File: config.mk
export PLATFORM = sky130hd
export DESIGN_NAME = out_channel_fifo
export DESIGN_NICKNAME = d
export VERILOG_FILES = /design/src/rtl/fpga_pkg.sv /design/src/rtl/out_channel_fifo.sv
export SDC_FILE = /design/constraint.sdc
export NUM_CORES = 1
export LEC_CHECK = 0
export ABC_AREA = 1
export CORE_ASPECT_RATIO = 0.5
export CORE_MARGIN = 2
export CORE_UTILIZATION = 51
export CTS_CLUSTER_DIAMETER = 100
export CTS_CLUSTER_SIZE = 12
export DETAILED_ROUTE_END_ITERATION = 12
export PLACE_DENSITY = 0.72
export SLEW_MARGIN = 20
export SYNTH_ARGS = -nofsm -noshare
export SYNTH_HDL_FRONTEND = slang
export SYNTH_SLANG_ARGS = --single-unit
File: constraint.sdc
create_clock -name clock -period 2.1 [get_ports clock]
set_clock_uncertainty 0.2 [all_clocks]
set_input_delay 0.42 -clock clock [delete_from_list [all_inputs] [get_ports clock]]
set_output_delay 0.42 -clock clock [all_outputs]
set_load 0.01 [all_outputs]
File: src/rtl/fpga_pkg.sv
// fpga_pkg: shared word width, checker state encoding and counter width helper
package fpga_pkg;
   localparam int MemoryElementWidth = 12;
   localparam int DefaultDepth = 2000;
   typedef enum logic [1:0] {RUN, DRAIN, DONE} outChkState_t;
   function automatic int cnt_width(input int n);
      return $clog2(n + 1);
   endfunction
endpackage

File: src/rtl/out_channel_fifo.sv
// out_channel_fifo: circular buffer with registered full/valid flags and a first-word-fall-through head register
module out_channel_fifo
   import fpga_pkg::*;
#(
   parameter int W = MemoryElementWidth,
   parameter int N = 4
) (
   input  logic         clock,
   input  logic         reset,
   input  logic         push,
   input  logic         pop,
   input  logic [W-1:0] wdata,
   output logic         full,
   output logic         valid,
   output logic [W-1:0] rdata
);
   localparam int PW = $clog2(N);
   localparam int CW = cnt_width(N);
   logic [W-1:0] mem [N];
   logic [PW-1:0] wptr, rptr, rptr_n;
   logic [CW-1:0] cnt, cnt_n;
   // next read pointer and occupancy; the head word is prefetched from these
   always_comb begin
      rptr_n = pop ? (rptr == PW'(N - 1) ? '0 : rptr + 1'b1) : rptr;
      cnt_n = cnt + CW'(push) - CW'(pop);
   end
   // storage array carries no reset; occupancy decides what is valid
   always_ff @(posedge clock) begin
      if (push) mem[wptr] <= wdata;
   end
   // pointers, occupancy, flags and head word; a push into an otherwise-empty slot bypasses the array
   always_ff @(posedge clock or negedge reset) begin
      if (!reset) begin
         wptr <= '0;
         rptr <= '0;
         cnt <= '0;
         full <= 1'b0;
         valid <= 1'b0;
         rdata <= '0;
      end else begin
         wptr <= push ? (wptr == PW'(N - 1) ? '0 : wptr + 1'b1) : wptr;
         rptr <= rptr_n;
         cnt <= cnt_n;
         full <= cnt_n == CW'(N);
         valid <= cnt_n != '0;
         rdata <= cnt_n == '0 ? rdata : (push && cnt == CW'(pop)) ? wdata : mem[rptr_n];
      end
   end
endmodule

Word level (Yosys, flattened, before mapping)
Memories as Yosys holds them, arrays and structs flattened.
Index checks and enable logic that the tools add are counted.
W data, S select, Z words.
{"block": "word_totals", "mem_count": 1, "ram_bits": 48, "latch_bits": 0, "mem_bits_ro": 0, "ff_bits": 21, "word_cells": 24, "input_bits": 16, "out_inout_bits": 14}
{"name": "mem", "depth": 4, "word_bits": 12, "rd": 1, "rd_clocked_by_memory_dff": 0, "wr": 1, "line": "out_channel_fifo.sv:19", "source": "logic [W-1:0] mem [N];"}
{"block": "classes", "multipliers": 0, "n_eq_ne": 4, "reduce_logical": 3, "n_lt_le_gt_ge": 0, "addsub": 4, "shifts": 0, "n_div": 0, "mux": 6, "bitwise": 0}
{"operator": "$mux W12", "count": 1}
{"operator": "$mux W2", "count": 3}
{"operator": "$add A2 B1 Y2 const B", "count": 2}
{"operator": "$eq A2 B2 Y1 const B", "count": 2}
{"operator": "$add A3 B1 Y3", "count": 1}
{"operator": "$eq A3 B1 Y1", "count": 1}
{"operator": "$eq A3 B3 Y1 const B", "count": 1}
{"operator": "$logic_not A3 Y1", "count": 1}
{"operator": "$reduce_bool A3 Y1", "count": 1}
{"operator": "$sub A3 B1 Y3", "count": 1}
{"operator": "$mux W1", "count": 2}
{"operator": "$logic_and A1 B1 Y1", "count": 1}

Depth between registers and ports, before layout
An unclocked memory read counts as a cell.
{"block": "depth", "word_depth": 5, "ltp_mapped": 12, "ltp_nobuf": 11}

Least setup slack after synthesis
Ideal clock, no wire load.
{"block": "synth_timing", "path_type": "input -> register", "start": "input port pop", "end": "register rdata[10]", "setup_ns": 0.117, "setup_slack_ns": -0.279, "required_time_ns": 1.783, "path_stages": 11, "path_buffers": 1, "arrival_time_ns": 2.062, "path_cell_list": "ha_1 -> inv_1 -> ha_1 -> fa_1 -> nor2_1 -> nand3_1 -> buf_4 -> nand2_1 -> inv_1 -> nand2_1 -> nand2_1"}
{"block": "synth_between", "elab_cells_between_ends": 7, "classes_between": "add/sub (1); eq/ne (1); mux (2); reduce/logical (2); memory (1)"}
{"element": "start, declared", "line": "out_channel_fifo.sv:11", "source": "input logic pop,"}
{"element": "$sub A3 B1 Y3", "line": "out_channel_fifo.sv:25", "source": "cnt_n = cnt + CW'(push) - CW'(pop);"}
{"element": "via cnt_n[1]", "line": "out_channel_fifo.sv:21", "source": "logic [CW-1:0] cnt, cnt_n;"}
{"element": "$logic_not A3 Y1", "line": "out_channel_fifo.sv:46", "source": "rdata <= cnt_n == '0 ? rdata : (push && cnt == CW'(pop)) ? wdata : mem[rptr_n];"}
{"element": "end signal, assigned", "line": "out_channel_fifo.sv:46"}
{"element": "end, declared", "line": "out_channel_fifo.sv:15", "source": "output logic [W-1:0] rdata"}
The timed path passes the listed nets, and every way through them passes these cells.
A chain may end at the register's enable or synchronous reset.

Worst setup path after layout
{"block": "layout_timing", "start": "register cnt[0]", "end": "register rdata[1]"}
{"block": "layout_between", "elab_chain_cells": 3, "elab_cells_between_ends": 6, "classes_between": "add/sub (2); eq/ne (1); mux (1); reduce/logical (2)"}
{"element": "start, declared", "line": "out_channel_fifo.sv:21"}
{"element": "start signal, assigned", "line": "out_channel_fifo.sv:43", "source": "cnt <= cnt_n;"}
{"element": "$add A3 B1 Y3", "line": "out_channel_fifo.sv:25"}
{"element": "$sub A3 B1 Y3", "line": "out_channel_fifo.sv:25"}
{"element": "via cnt_n[1]", "line": "out_channel_fifo.sv:21"}
{"element": "$logic_not A3 Y1", "line": "out_channel_fifo.sv:46"}
The timed path passes the listed nets, and every way through them passes these cells.

==> flow_summary.rst <==
.. list-table::
   :header-rows: 1

   * - Metric
     - Value
   * - Detailed Routing Iterations Pass 1
     - 5
   * - Part of the total power dissipated in combinational logic
     - 40.9%
   * - Quantity of I/O buffers inserted on ports
     - 29
   * - Remaining antenna violation count
     - 0
   * - Mux contribution to synthesized area
     - 0%
   * - Static Leakage
     - 0.00201 µW
   * - Count of vias placed by the detailed router
     - 2513
   * - Maximum achievable frequency
     - 0.446 GHz
   * - Sw frac
     - a little over a third
   * - Peak supply drop
     - 0.000536 V
   * - CTS tree
     - yes
   * - Cell area after technology mapping
     - 3260 µm²
   * - Startpoint Class
     - flop
   * - Residual DRC count
     - 0
   * - Ranking of synthesized cells by area
     - edfxtp_1 (44%), dfrtp_1 (16%), nand3_1 (12%)
   * - Placement Rows
     - 20
   * - Horizontal extent of the die
     - ~120 µm
   * - Gate count of the mapped netlist
     - 350
   * - Flop pwr share
     - 33.0%
   * - Number of distinct library cell variants in the gate-level netlist after synthesis
     - 20
   * - Core region area
     - slightly above 6000 µm²
   * - Sequential fraction of the synthesis area
     - 60.3%
   * - Global-route total usage across every layer
     - 22.9%
   * - Overall die area
     - 7090 µm²
   * - Area used by sequential logic in the layout
     - 1970 µm²
   * - Final standard cell area without fillers
     - 4210 µm²
   * - Final #Nets
     - 418
   * - #FFs+latches synth
     - 69
   * - Number of top-level pins
     - 30
   * - Y dimension of the die
     - 60.5 µm
   * - Share of final-layout standard cells stronger than drive strength 1
     - approximately 18%
   * - Psw
     - 2170 µW
   * - Detail Placement HPWL
     - 4520 µm
   * - Synthesized Nets
     - 373
   * - Synth area leader
     - edfxtp_1
   * - Final setup viols
     - 12
   * - Critical path's most frequent cell
     - nand2_1
   * - Average vias per placed instance
     - 5.15
   * - Area taken by multi-input logic gates
     - 968 µm²
   * - Post-synthesis share of cell area spent on full adders, half adders and majority gates
     - 2.92%
   * - Synth Area per Inst
     - 9.31 µm²
   * - Number of DRC markers in iteration 0
     - around 150
   * - Dpl ws
     - -0.823 ns
   * - Remaining Overflow, GRT
     - 0
   * - Commonest cells in the netlist
     - inv_1 (86), nand2_1 (85), nand3_1 (75), edfxtp_1 (48), dfrtp_1 (21)
   * - CTS Root Cell
     - clkbuf_16
   * - Number of antenna violations at the first check in global routing
     - 0
   * - Worst rel slew slack
     - 78.7%
   * - Final slew viol count
     - 0
   * - Most used flip-flop cell after synthesis
     - edfxtp_1
   * - CP Data Arrival Time
     - 2.27 ns
   * - Clk Latency, worst-skew pair
     - approximately 0.33 ns
   * - Clk slew on worst S/H paths
     - about 0.060 ns
   * - Wire length of the first global-routing pass
     - 11600 µm
   * - Worst Setup Slack, final
     - -0.142 ns
   * - Vias in the first global route
     - around 2400
   * - RSZ-0062 raised after global routing
     - yes
   * - Number of enable-type register cells in the synthesized netlist
     - 48
   * - Number of clock sinks
     - 69
   * - Post-detailed-routing wire length
     - 7380 µm
   * - Routability congestion estimate from global placement
     - 0.786
   * - Dominant combinational cell family by area after synthesis
     - simple AND/OR/NAND/NOR gates
   * - Violations in the final reports
     - setup timing
   * - Fillcell total
     - 449
   * - Crit. End Element
     - flop
   * - Deepest level of the CTS H-tree
     - 3
   * - Warnings, synthesis
     - 0
   * - Cell with the most instances after synthesis
     - inv_1
   * - Share of the cycle needed by the critical path after routing
     - 107%
   * - Post-synth ARST share
     - between 30% and 40%
   * - Crit path required time
     - 2.12 ns
   * - Number of max-cap violations
     - 0
   * - Placed cell areas
     - around 3800 µm²
   * - Antenna diodes
     - 0
   * - Largest stage delay, worst path
     - between 0.4 and 0.5 ns
   * - Classification of the worst setup path
     - flop to flop
   * - Area growth from synthesis to layout
     - 29.1%
   * - Power per cell area
     - 1440 nW/µm²
   * - Compound-cell area share of the yosys netlist
     - 0.461%
   * - Final hold vios
     - 0
   * - Xor and xnor fraction of the mapped netlist area
     - 0%
   * - Power Internal
     - 3900 µW
   * - Area fraction of the dominant cell type after synthesis
     - 44.2%
   * - Transition time at the pin with the least slew margin
     - 0.318 ns
   * - Outcome
     - finished, violations left
   * - Total clock buffers created by CTS
     - 9
   * - Critical-path maximum fanout
     - 7
   * - Initial cell density of the core
     - 53.2%
   * - Buffer depth of the longest clock path
     - 2
   * - Number of buffers inserted by hold repair at cts
     - 0
   * - Worst-path cell chain
     - inv_2 > ha_4 > inv_2 > ha_4 > fa_2 > nor2_4 > nand3_4 > nand2_1 > inv_1 > nand2_1 > nand2_1
   * - Post-synthesis simple-gate area fraction
     - 23.1%
   * - Largest net degree at the start of global routing
     - 26
   * - Type of the worst min-delay path
     - input pin to async pin
   * - Final min period
     - 2.24 ns
   * - Part of the total power dissipated in the clock network
     - 26.1%
   * - Routed len/inst
     - 15.1 µm
   * - Standard cell with the maximum stage delay on the critical path
     - fa_2
-- cell type report --
| type | instances | area share (%) |
|---|---|---|
| Clock buffer | 9 | 5.35 |
| Inverter | 89 | 8.00 |
| Tap cell | 88 | 2.62 |
| Timing Repair Buffer | 47 | 12.2 |
| Sequential cell | 69 | 46.7 |
| Clock inverter | 7 | 2.14 |
| Multi-Input combinational cell | 179 | 23.0 |
-- critical path: cells and delay by family (launching register included) --
| family | cells | cell delay, ns |
|---|---|---|
| DFF | 1 | 0.37 |
| adders and majority gates | 3 | 0.78 |
| buffers and inverters | 3 | 0.16 |
| and+or+nand+nor | 5 | 0.62 |
-- cells by family after synthesis --
logic type	Yosys count
DFF	69
AOI/OAI and AO/OA	3
buffers and inverters	103
adders and majority gates	7
and+or+nand+nor	168
-- per-layer routing --
layer / vias up / global-route usage, % / part of all wire (%)
li1: 1185 / - / -
met1: 1217 / 29.0 / 41
met2: 99 / 38.1 / 50
met3: 12 / 5.59 / 7.5
met4: 0 / 11.1 / 1.5
met5: - / 0 / 0
-- layout by cell type, fill, tap and decap left out, types with 3 or more instances in the layout --
cell type        instances
clkdlybuf4s50_1         28
inv_2                   12
buf_4                   11
inv_1                   76
nand3_1                 74
clkinv_2                 3
nand2_2                 17
nand2_1                 71
dfrtp_1                 21
clkbuf_16                9
buf_12                   7
ha_1                     4
edfxtp_1                48
-- metrics by stage --
step           hold WS [ns]  setup TNS (ns)  util (%)  std cells  power, µW
2_1_floorplan       -0.0756           -1.63         -        350       3360
3_3_place_gp          0.294          -10.82      62.2        470       4090
3_5_place_dp          0.293          -11.31      62.2        470       4180
4_1_cts               0.242           -1.32      68.1        488       5960
5_1_grt               0.277           -2.24      68.7        488       6420
6_report              0.236           -1.44      68.7        488       6070
-- worst paths after layout --
kind | to | cells past startpoint | slack, ns | from
setup / recovery | rdata[1]$_DFFE_PN0P_ | 11 | -0.14 | cnt[0]$_DFF_PN0_
hold / removal | wptr[1]$_DFFE_PN0P_ | 2 | 0.24 | reset
setup reg to reg | rdata[1]$_DFFE_PN0P_ | 11 | -0.14 | cnt[0]$_DFF_PN0_
hold reg to reg | rdata[2]$_DFFE_PN0P_ | 2 | 0.30 | rdata[2]$_DFFE_PN0P_
max in group asynchronous | rdata[3]$_DFFE_PN0P_ | 2 | 1.23 | reset
min in group clock | rdata[2]$_DFFE_PN0P_ | 2 | 0.30 | rdata[2]$_DFFE_PN0P_
-- state kept, by name, indices dropped and copies added (netlist names) --
| signal | cells |
|---|---|
| cnt | 3 |
| full | 1 |
| mem | 48 |
| rdata | 12 |
| rptr | 2 |
| valid | 1 |
| wptr | 2 |
-- what timing repair did --
item,in CTS,in global routing
gates cloned,1,0
setup buffers,1,0
pin swaps,10,5
setup endpoints to repair,14,13
resized for setup,12,17
-- power groups by stage --
stage / combinational (µW) / clock [µW] / sequential (µW)
after detailed placement: 2150 / 0 / 2030
final: 2480 / 1580 / 2010
after global placement: 2080 / 0 / 2010
after CTS: 2360 / 1600 / 2000
after floorplan: 1300 / 0 / 2050
after global routing: 2720 / 1670 / 2040
(Power assumes the default switching activity.)
